--- src/rtl/exe_stage_if.sv ---
// rtl/exe_stage_if.sv - ID/EXE operand bundle and registered EXE results
// The ov member and its modport entries exist only when EXE_OVF_EN is defined.
interface exe_stage_if #(
  parameter int WIDTH = 32
);
  logic [2:0]       ealuc;
  logic             ealuimm;
  logic [WIDTH-1:0] ea;
  logic [WIDTH-1:0] eb;
  logic [WIDTH-1:0] eimm;
  logic             eshift;
  logic [WIDTH-1:0] ealu;
  logic             z;
`ifdef EXE_OVF_EN
  logic             ov;
`endif

  // Master is the ID/EXE side that supplies operands and consumes the results.
  modport master (
    output ealuc, ealuimm, ea, eb, eimm, eshift,
`ifdef EXE_OVF_EN
    input  ov,
`endif
    input  ealu, z
  );

  modport slave (
    input  ealuc, ealuimm, ea, eb, eimm, eshift,
`ifdef EXE_OVF_EN
    output ov,
`endif
    output ealu, z
  );
endinterface

--- src/rtl/exe_stage.sv ---
// rtl/exe_stage.sv - MIPS execute stage: operand select, 8-op ALU, registered result/zero flag
// Define EXE_OVF_EN to add the registered signed-overflow flag (bus.ov).
module exe_stage #(
  parameter int WIDTH = 32
) (
  input  logic         clock,
  input  logic         reset,
  exe_stage_if.slave   bus
);

  localparam logic [2:0] OP_ADD = 3'd0;
  localparam logic [2:0] OP_SUB = 3'd1;
  localparam logic [2:0] OP_AND = 3'd2;
  localparam logic [2:0] OP_OR  = 3'd3;
  localparam logic [2:0] OP_XOR = 3'd4;
  localparam logic [2:0] OP_SLL = 3'd5;
  localparam logic [2:0] OP_SRL = 3'd6;
  localparam logic [2:0] OP_SRA = 3'd7;

  logic [WIDTH-1:0] sa;
  logic [WIDTH-1:0] alua;
  logic [WIDTH-1:0] alub;
  logic [4:0]       shamt;
  logic [WIDTH-1:0] r;

  // The shift amount field of the instruction rides in the immediate bits 10:6.
  always_comb begin
    sa    = {{(WIDTH-5){1'b0}}, bus.eimm[10:6]};
    alua  = bus.eshift  ? sa       : bus.ea;
    alub  = bus.ealuimm ? bus.eimm : bus.eb;
    shamt = alua[4:0];
  end

  always_comb begin
    r = '0;
    case (bus.ealuc)
      OP_ADD: r = alua + alub;
      OP_SUB: r = alua - alub;
      OP_AND: r = alua & alub;
      OP_OR:  r = alua | alub;
      OP_XOR: r = alua ^ alub;
      OP_SLL: r = alub << shamt;
      OP_SRL: r = alub >> shamt;
      OP_SRA: r = $unsigned($signed(alub) >>> shamt);
      default: r = '0;
    endcase
  end

`ifdef EXE_OVF_EN
  logic ovf;

  // Sign-bit overflow rule: operands agree (ADD) or disagree (SUB) and the result flips alua's sign.
  always_comb begin
    ovf = 1'b0;
    case (bus.ealuc)
      OP_ADD:  ovf = (alua[WIDTH-1] == alub[WIDTH-1]) && (r[WIDTH-1] != alua[WIDTH-1]);
      OP_SUB:  ovf = (alua[WIDTH-1] != alub[WIDTH-1]) && (r[WIDTH-1] != alua[WIDTH-1]);
      default: ovf = 1'b0;
    endcase
  end

  always_ff @(posedge clock or posedge reset) begin
    if (reset) begin
      bus.ealu <= '0;
      bus.z    <= 1'b1;
      bus.ov   <= 1'b0;
    end else begin
      bus.ealu <= r;
      bus.z    <= (r == '0);
      bus.ov   <= ovf;
    end
  end
`else
  always_ff @(posedge clock or posedge reset) begin
    if (reset) begin
      bus.ealu <= '0;
      bus.z    <= 1'b1;
    end else begin
      bus.ealu <= r;
      bus.z    <= (r == '0);
    end
  end
`endif

endmodule

--- src/flat_wrapper.sv ---
// flat-port wrapper written by rule: the top's interface ports become plain ports
module exe_stage_flat 
#(
  parameter int WIDTH = 32
)
  (clock, reset, bus_ealuc, bus_ealuimm, bus_ea, bus_eb, bus_eimm, bus_eshift, bus_ealu, bus_z);
  exe_stage_if #(.WIDTH(WIDTH)) bus_i ();
  input  logic clock;
  input  logic reset;
  input wire logic [$bits(bus_i.ealuc)-1:0] bus_ealuc;
  input wire logic [$bits(bus_i.ealuimm)-1:0] bus_ealuimm;
  input wire logic [$bits(bus_i.ea)-1:0] bus_ea;
  input wire logic [$bits(bus_i.eb)-1:0] bus_eb;
  input wire logic [$bits(bus_i.eimm)-1:0] bus_eimm;
  input wire logic [$bits(bus_i.eshift)-1:0] bus_eshift;
  output wire logic [$bits(bus_i.ealu)-1:0] bus_ealu;
  output wire logic [$bits(bus_i.z)-1:0] bus_z;
  assign bus_i.ealuc = bus_ealuc;
  assign bus_i.ealuimm = bus_ealuimm;
  assign bus_i.ea = bus_ea;
  assign bus_i.eb = bus_eb;
  assign bus_i.eimm = bus_eimm;
  assign bus_i.eshift = bus_eshift;
  assign bus_ealu = bus_i.ealu;
  assign bus_z = bus_i.z;
  exe_stage #(.WIDTH(WIDTH)) u_core (.clock(clock), .reset(reset), .bus(bus_i));
endmodule
--- config.mk ---
export PLATFORM = sky130hd
export DESIGN_NAME = exe_stage_flat
export DESIGN_NICKNAME = d
export VERILOG_FILES = /design/src/rtl/exe_stage_if.sv /design/src/rtl/exe_stage.sv /design/src/flat_wrapper.sv
export SDC_FILE = /design/constraint.sdc
export NUM_CORES = 1
export LEC_CHECK = 0
export CORE_UTILIZATION = 50
export CTS_CLUSTER_SIZE = 25
export DETAILED_ROUTE_END_ITERATION = 16
export PLACE_DENSITY = 0.77
export RECOVER_POWER = 25
export SYNTH_ARGS = -nofsm -noshare
export SYNTH_HDL_FRONTEND = slang
export SYNTH_SLANG_ARGS = --single-unit
--- constraint.sdc ---
create_clock -name clock -period 0.85 [get_ports clock]
set_input_delay 0.17 -clock clock [delete_from_list [all_inputs] [get_ports clock]]
set_output_delay 0.17 -clock clock [all_outputs]
set_load 0.02 [all_outputs]
==> summary.txt, run 1 <==
status: did not finish
Halt Stage: 5_1_grt
First Err: [ERROR GRT-0116] Global routing finished with congestion. Check the congestion regions in the DRC Viewer.
Max H-tree Level: 2
CTS hold repair buffers: 0
first-pass GRT wire length: 117000 microns
Syn Nets: 1546
leading area contributor after synthesis: ha_1
count of cell types in the netlist: 86
Post-synth ARST share: 100%
number of flops mapped to enable cells by yosys: 0
Placed Cells: 2170
largest net degree at the start of global routing: 49
maximum buffer depth of the clock tree: 2
Main synth FF type: dfrtp_1
remaining global-route overflow: 284
Die H: 143 microns
clock root buffer: clkbuf_16
Synth Instances: 1346
HPWL Detailed: 40900 microns
top cells by area, synth: ha_1 12%, dfrtp_1 8.1%, mux2i_1 8.1%
synth warn: 0
Inserted Clock Buffers: 5
area of the mapped netlist: 9890 sq um
clock sink count: 33
Final Wtd Congestion: 1.32
Die W: 143 microns
sequential share of the synthesized area: 8.37%
port bufs: 135
vias in the first global route: 18200
flop and latch count out of synthesis: 33
top-area cell type share of the netlist area: 12.2%
GRT Overall Usage: 76.0%
Initial Util: 51.0%
Site Rows: 51
Syn Area/Cell: 7.34 sq um
I/O Pins: 136
[stage by stage]
step	setup slack (ns)	cell area, sq um	util (%)
floorplan	-3.93	10300	-
detailed placement	-4.40	15200	78.4
CTS	-3.42	16700	86.0
global placement	-4.13	15200	78.4
[cell usage after synthesis (all sizes together) (8+ instances only)]
library cell  number
nor2             125
o22ai             29
xor2              14
o221ai            12
nor2b              8
a211oi            26
nor3              30
buf               36
inv               72
mux2i            117
nand2b            33
a221oi            19
mux2              13
o211ai            21
o21ai             93
a211o              9
a2111oi            8
a221o             10
clkbuf            50
a31oi             15
nand3             23
ha                96
o21a               8
a22oi             16
a21o              10
dfrtp             32
nand2            131
or3                9
a21oi            103
xnor2             40
nand4             13
[per-layer routing]
metal  global-route usage [%]  GRT overflow
met5                     35.3             1
met4                     75.3           103
met3                     61.8            13
met2                     92.9           157
met1                     74.8            10
[repair_timing]
item | in CTS
setup buffers | 59
gates resized for setup | 440
cloned | 1
pin swaps | 106
endpoints found under the setup margin | 66
[kinds of logic after synthesis]
family | after synthesis | share of synthesized area [%]
AOI/OAI and AO/OA | 460 | 31.6
and+or+nand+nor | 412 | 19.5
buffers and inverters | 160 | 7.13
muxes | 130 | 16.2
adders and majority gates | 97 | 12.4
xor gates and xnor gates | 54 | 4.78
DFF | 33 | 8.37
==> run 2, diff against run 1 <==
--- a/config.mk
+++ b/config.mk
@@ -5,10 +5,9 @@
 export SDC_FILE = /design/constraint.sdc
 export NUM_CORES = 1
 export LEC_CHECK = 0
-export CORE_UTILIZATION = 50
-export CTS_CLUSTER_SIZE = 25
+export CORE_UTILIZATION = 35
 export DETAILED_ROUTE_END_ITERATION = 16
-export PLACE_DENSITY = 0.77
+export PLACE_DENSITY_LB_ADDON = 0.15
 export RECOVER_POWER = 25
 export SYNTH_ARGS = -nofsm -noshare
 export SYNTH_HDL_FRONTEND = slang
==> constraint.sdc (replaced) <==
create_clock -name clock -period 1.1 [get_ports clock]
set_input_delay 0.22 -clock clock [delete_from_list [all_inputs] [get_ports clock]]
set_output_delay 0.22 -clock clock [all_outputs]
set_load 0.02 [all_outputs]
==> summary.txt, run 2 <==
status: finished with violations
failing checks: setup timing
initial antenna violation count: 0
power share of the combinational group: 81.1%
most frequent cells in the layout: 562 x buf_4, 127 x nand2_1, 111 x nor2_1
number of flops mapped to enable cells by yosys: 0 (unchanged)
VDD IR max: 0.831 mV
Top reg by flops: u_core.bus.ealu
vias in the first global route: 14100
Final Cycle Share: 415%
GRT Overall Usage: 40.9%
TritonRoute pass-1 iters: 6
clock-pin transition on the worst setup and hold timing paths: 0.05 ns
Post-synth ARST share: 100% (unchanged)
clock root buffer: clkbuf_16
Initial Util: 35.6% (-15 points)
crit path launch: bus_ealuimm
first-pass GRT wire length: 87400 microns
largest net degree at the start of global routing: 56
area of the mapped netlist: 9890 sq um (unchanged)
Site Rows: 61 (+20%)
Die H: 170 microns (+19%)
Hold WS: 0.498 ns
NetSw: 7.29 mW
final net count: 2242
Worst slew margin: 19.1%
final wirelength: 60600 microns
most frequent CP cell: buf_4
CP arrival: 4.76 ns
maximum buffer depth of the clock tree: 2 (unchanged)
wire per inst: 25.0 microns
max-capacitance violation count: 0
Sw Ratio: 46.0%
Syn Area/Cell: 7.34 sq um (unchanged)
maximum clock rate: 219 MHz
final worst slack: -3.47 ns
setup TNS: -82.33 ns
P_int: 8.56 mW
Inserted Clock Buffers: 5 (unchanged)
core area: 27800 sq um
pre-CTS setup slack: -4.06 ns (+0.336 ns)
# DRC: 0
layout cell share with drive strength beyond 1: 45.8%
fillcell total: 2551
routed via count: 14300
sequential share of the synthesized area: 8.37% (unchanged)
HP Class: in -> async
Final Wtd Congestion: 1.09 (-17%)
setup violators final: 34
clock sink count: 33 (unchanged)
Crit. End Element: flop
Crit Path Max Fanout: 8
drt via density: 5.90
Antenna Violating Nets Remaining: 0
final hold vios: 0
Clock Power Share: 9.3%
Main synth FF type: dfrtp_1
Pins Over Slew Limit: 0
Ant. Diodes: 0
max incr delay on CP: 0.52 ns
count leader, synth: nand2_1
crit path time final: 4.57 ns
count of cell types in the netlist: 86 (unchanged)
Synth Instances: 1346 (unchanged)
Post-synth top cells: 131 x nand2_1, 125 x nor2_1, 103 x a21oi_1
remaining global-route overflow: 0
I/O Pins: 136 (unchanged)
worst path required time: 1.29 ns
area added between synthesis and finish: 78.6%
CTS tree: built
RSZ-0062 raised after global routing: true
Die W: 170 microns (+19%)
Tot Pwr: 15.8 mW
top cells by area, synth: ha_1 12%, dfrtp_1 8.1%, mux2i_1 8.1%
crit path kind: in -> reg
leading area contributor after synthesis: ha_1
crit start category: input port
flop and latch count out of synthesis: 33 (unchanged)
Worst-Margin Slew: 1.18 ns
top-area cell type share of the netlist area: 12.2% (unchanged)
port bufs: 135 (unchanged)
most common cell after layout, fill and taps aside: buf_4
HPWL Detailed: 48200 microns (+18%)
Die ar.: 28900 sq um
Max H-tree Level: 2 (unchanged)
Crit-path slowest cell: or4_1
synth warn: 0 (unchanged)
worst-path cell chain: buf_12 > buf_12 > buf_12 > mux2i_4 > o2111ai_4 > buf_4 > buf_4 > nand2_1 > xnor2_1 > ha_1 > a2111oi_4 > o21ai_2 > buf_4 > and3_1 > o21ai_1 > buf_4 > o311a_1 > a21oi_2 > or3_1 > or4_1 > nor3_2 > nand4_1 > nor4b_2
portion of total power attributed to sequential cells: 9.6%
LEAKAGE: 8.21 nW
1st-iter DRT viols: 1552
PD cells: 897 nW/um^2
max FFs per register: 32
Syn Nets: 1546 (unchanged)
Regs by FF count: u_core.bus.ealu: 32 flops, u_core.bus.z: 1 flops
run 2: cell type report:
class | count | area [sq um] | share of cell area, %
clock buffers | 7 | 153 | 0.865
repair buffers | 774 | 6410 | 36.3
clock inverters | 1 | 5.00 | 0.0283
inverters | 74 | 287 | 1.62
flip-flops and latches | 33 | 827 | 4.68
well taps | 378 | 473 | 2.68
multi-input cells | 1154 | 9500 | 53.8
run 2: power groups by stage:
stage	Clock (mW)	Sequential (mW)	Combinational [mW]
5_1_grt	1.56	1.54	13.5
2_1_floorplan	0	1.84	4.85
3_5_place_dp	0	1.55	11.0
3_3_place_gp	0	1.54	10.9
4_1_cts	1.50	1.52	11.7
6_report	1.47	1.52	12.9
run 2: worst paths after layout:
path / depth (start not counted) / to
worst max-delay path: 23 / u_core.bus.z$_DFF_PP1_
worst min-delay path: 3 / u_core.bus.ealu[24]$_DFF_PP0_
max in group asynchronous: 3 / u_core.bus.ealu[7]$_DFF_PP0_
min in group clock: 5 / u_core.bus.ealu[11]$_DFF_PP0_
run 2: worst max-delay path, delay by kind of cell:
kind,cells,cell delay [ns]
AND/OR/NAND/NOR,7,1.82
multiplexers,1,0.26
buffers and inverters,7,0.97
XOR/XNOR,1,0.12
adder cells (fa/ha/maj),1,0.28
AO/OA/AOI/OAI,6,1.06
run 2: per-stage QoR:
step	cells	area, sq um	utilization (%)
detailed placement	2339	15800	56.9
global route	2421	17700	63.6
finish	2421	17700	63.6
global placement	2339	15800	56.9
CTS	2385	16900	60.7
floorplan	1346	10300	-
run 2: metal layers:
layer	wire length, microns	share of wire [%]	track usage (%)
met5	0	0	0
met4	5630	9.3	32.4
met3	4700	7.8	5.42
met2	26700	44	65.3
met1	23500	39	49.6
run 2: what timing repair did:
action,in CTS,in global routing
cloned,0,3
hold buffers,0,0
pin swaps,87,59
buffers inserted,40,35
setup endpoints to repair,66,34
resized for setup,339,117
run 2: cells by family after synthesis:
logic type,synth area share (%)
AOI/OAI and AO/OA,31.6
xor gates and xnor gates,4.78
adders and majority gates,12.4
buffers and inverters,7.13
DFF,8.37
muxes,16.2
and+or+nand+nor,19.5
No activity file was read; power rests on OpenSTA's default activity.
==> run 3, diff against run 2 <==
--- a/config.mk
+++ b/config.mk
@@ -5,10 +5,12 @@
 export SDC_FILE = /design/constraint.sdc
 export NUM_CORES = 1
 export LEC_CHECK = 0
-export CORE_UTILIZATION = 35
+export CORE_UTILIZATION = 50
+export CTS_CLUSTER_SIZE = 16
 export DETAILED_ROUTE_END_ITERATION = 16
 export PLACE_DENSITY_LB_ADDON = 0.15
 export RECOVER_POWER = 25
+export SKIP_LAST_GASP = 1
 export SYNTH_ARGS = -nofsm -noshare
 export SYNTH_HDL_FRONTEND = slang
 export SYNTH_SLANG_ARGS = --single-unit
==> summary.txt, run 3 <==
status: did not finish
Halt Stage: 5_1_grt
First Err: [ERROR GRT-0116] Global routing finished with congestion. Check the congestion regions in the DRC Viewer.
port bufs: 135 (unchanged)
top cells by area, synth: ha_1 12%, dfrtp_1 8.1%, mux2i_1 8.1%
count of cell types in the netlist: 86 (unchanged)
Post-synth ARST share: 100% (unchanged)
Final Wtd Congestion: 1.20 (+11%)
number of flops mapped to enable cells by yosys: 0 (unchanged)
Main synth FF type: dfrtp_1
CTS hold repair buffers: 0 (unchanged)
remaining global-route overflow: 39
Die H: 143 microns (-16%)
flop and latch count out of synthesis: 33 (unchanged)
Initial Util: 51.0% (+15 points)
Post-synth top cells: 131 x nand2_1, 125 x nor2_1, 103 x a21oi_1
clock root buffer: clkbuf_16
maximum buffer depth of the clock tree: 2 (unchanged)
area of the mapped netlist: 9890 sq um (unchanged)
GRT Overall Usage: 69.0%
synth warn: 0 (unchanged)
count leader, synth: nand2_1
sequential share of the synthesized area: 8.37% (unchanged)
HPWL Detailed: 44600 microns (-7.4%)
Placed Cells: 2211 (-5.5%)
Synth Instances: 1346 (unchanged)
top-area cell type share of the netlist area: 12.2% (unchanged)
largest net degree at the start of global routing: 43
clock sink count: 33 (unchanged)
vias in the first global route: 17000
leading area contributor after synthesis: ha_1
Die W: 143 microns (-16%)
Max H-tree Level: 2 (unchanged)
Site Rows: 51 (-16%)
I/O Pins: 136 (unchanged)
Syn Area/Cell: 7.34 sq um (unchanged)
Syn Nets: 1546 (unchanged)
Inserted Clock Buffers: 5 (unchanged)
first-pass GRT wire length: 104000 microns
-- run 3: cell counts after synthesis --
No cell type changed its count.
-- run 3: cells by family after synthesis --
family	synth area share, %
multiplexers	16.2
adder cells (fa/ha/maj)	12.4
AO/OA/AOI/OAI	31.6
flip-flops	8.37
XOR/XNOR	4.78
AND/OR/NAND/NOR	19.5
buffers and inverters	7.13
-- run 3: per-stage QoR --
| step | hold WS [ns] | utilization [%] | TNS, ns | instance area, sq um | worst slack, ns |
|---|---|---|---|---|---|
| after CTS | 0.142 | 86.5 | -76.19 | 16800 | -3.25 |
| after floorplan | 0.348 | - | -80.91 | 10300 | -3.73 |
| after detailed placement | 0.443 | 80.2 | -100.47 | 15600 | -4.14 |
| after global placement | 0.436 | 80.2 | -97.27 | 15600 | -3.86 |
-- run 3: repair_timing --
item,CTS
cloned,1
resized for setup,354
buffers inserted,63
endpoints found under the setup margin,66
pin swaps,109
-- run 3: per-layer routing --
layer	GRT overflow	GRT usage (%)
met5	0	6.52
met4	17	66.6
met1	1	71.2
met3	0	48.2
met2	21	89.9
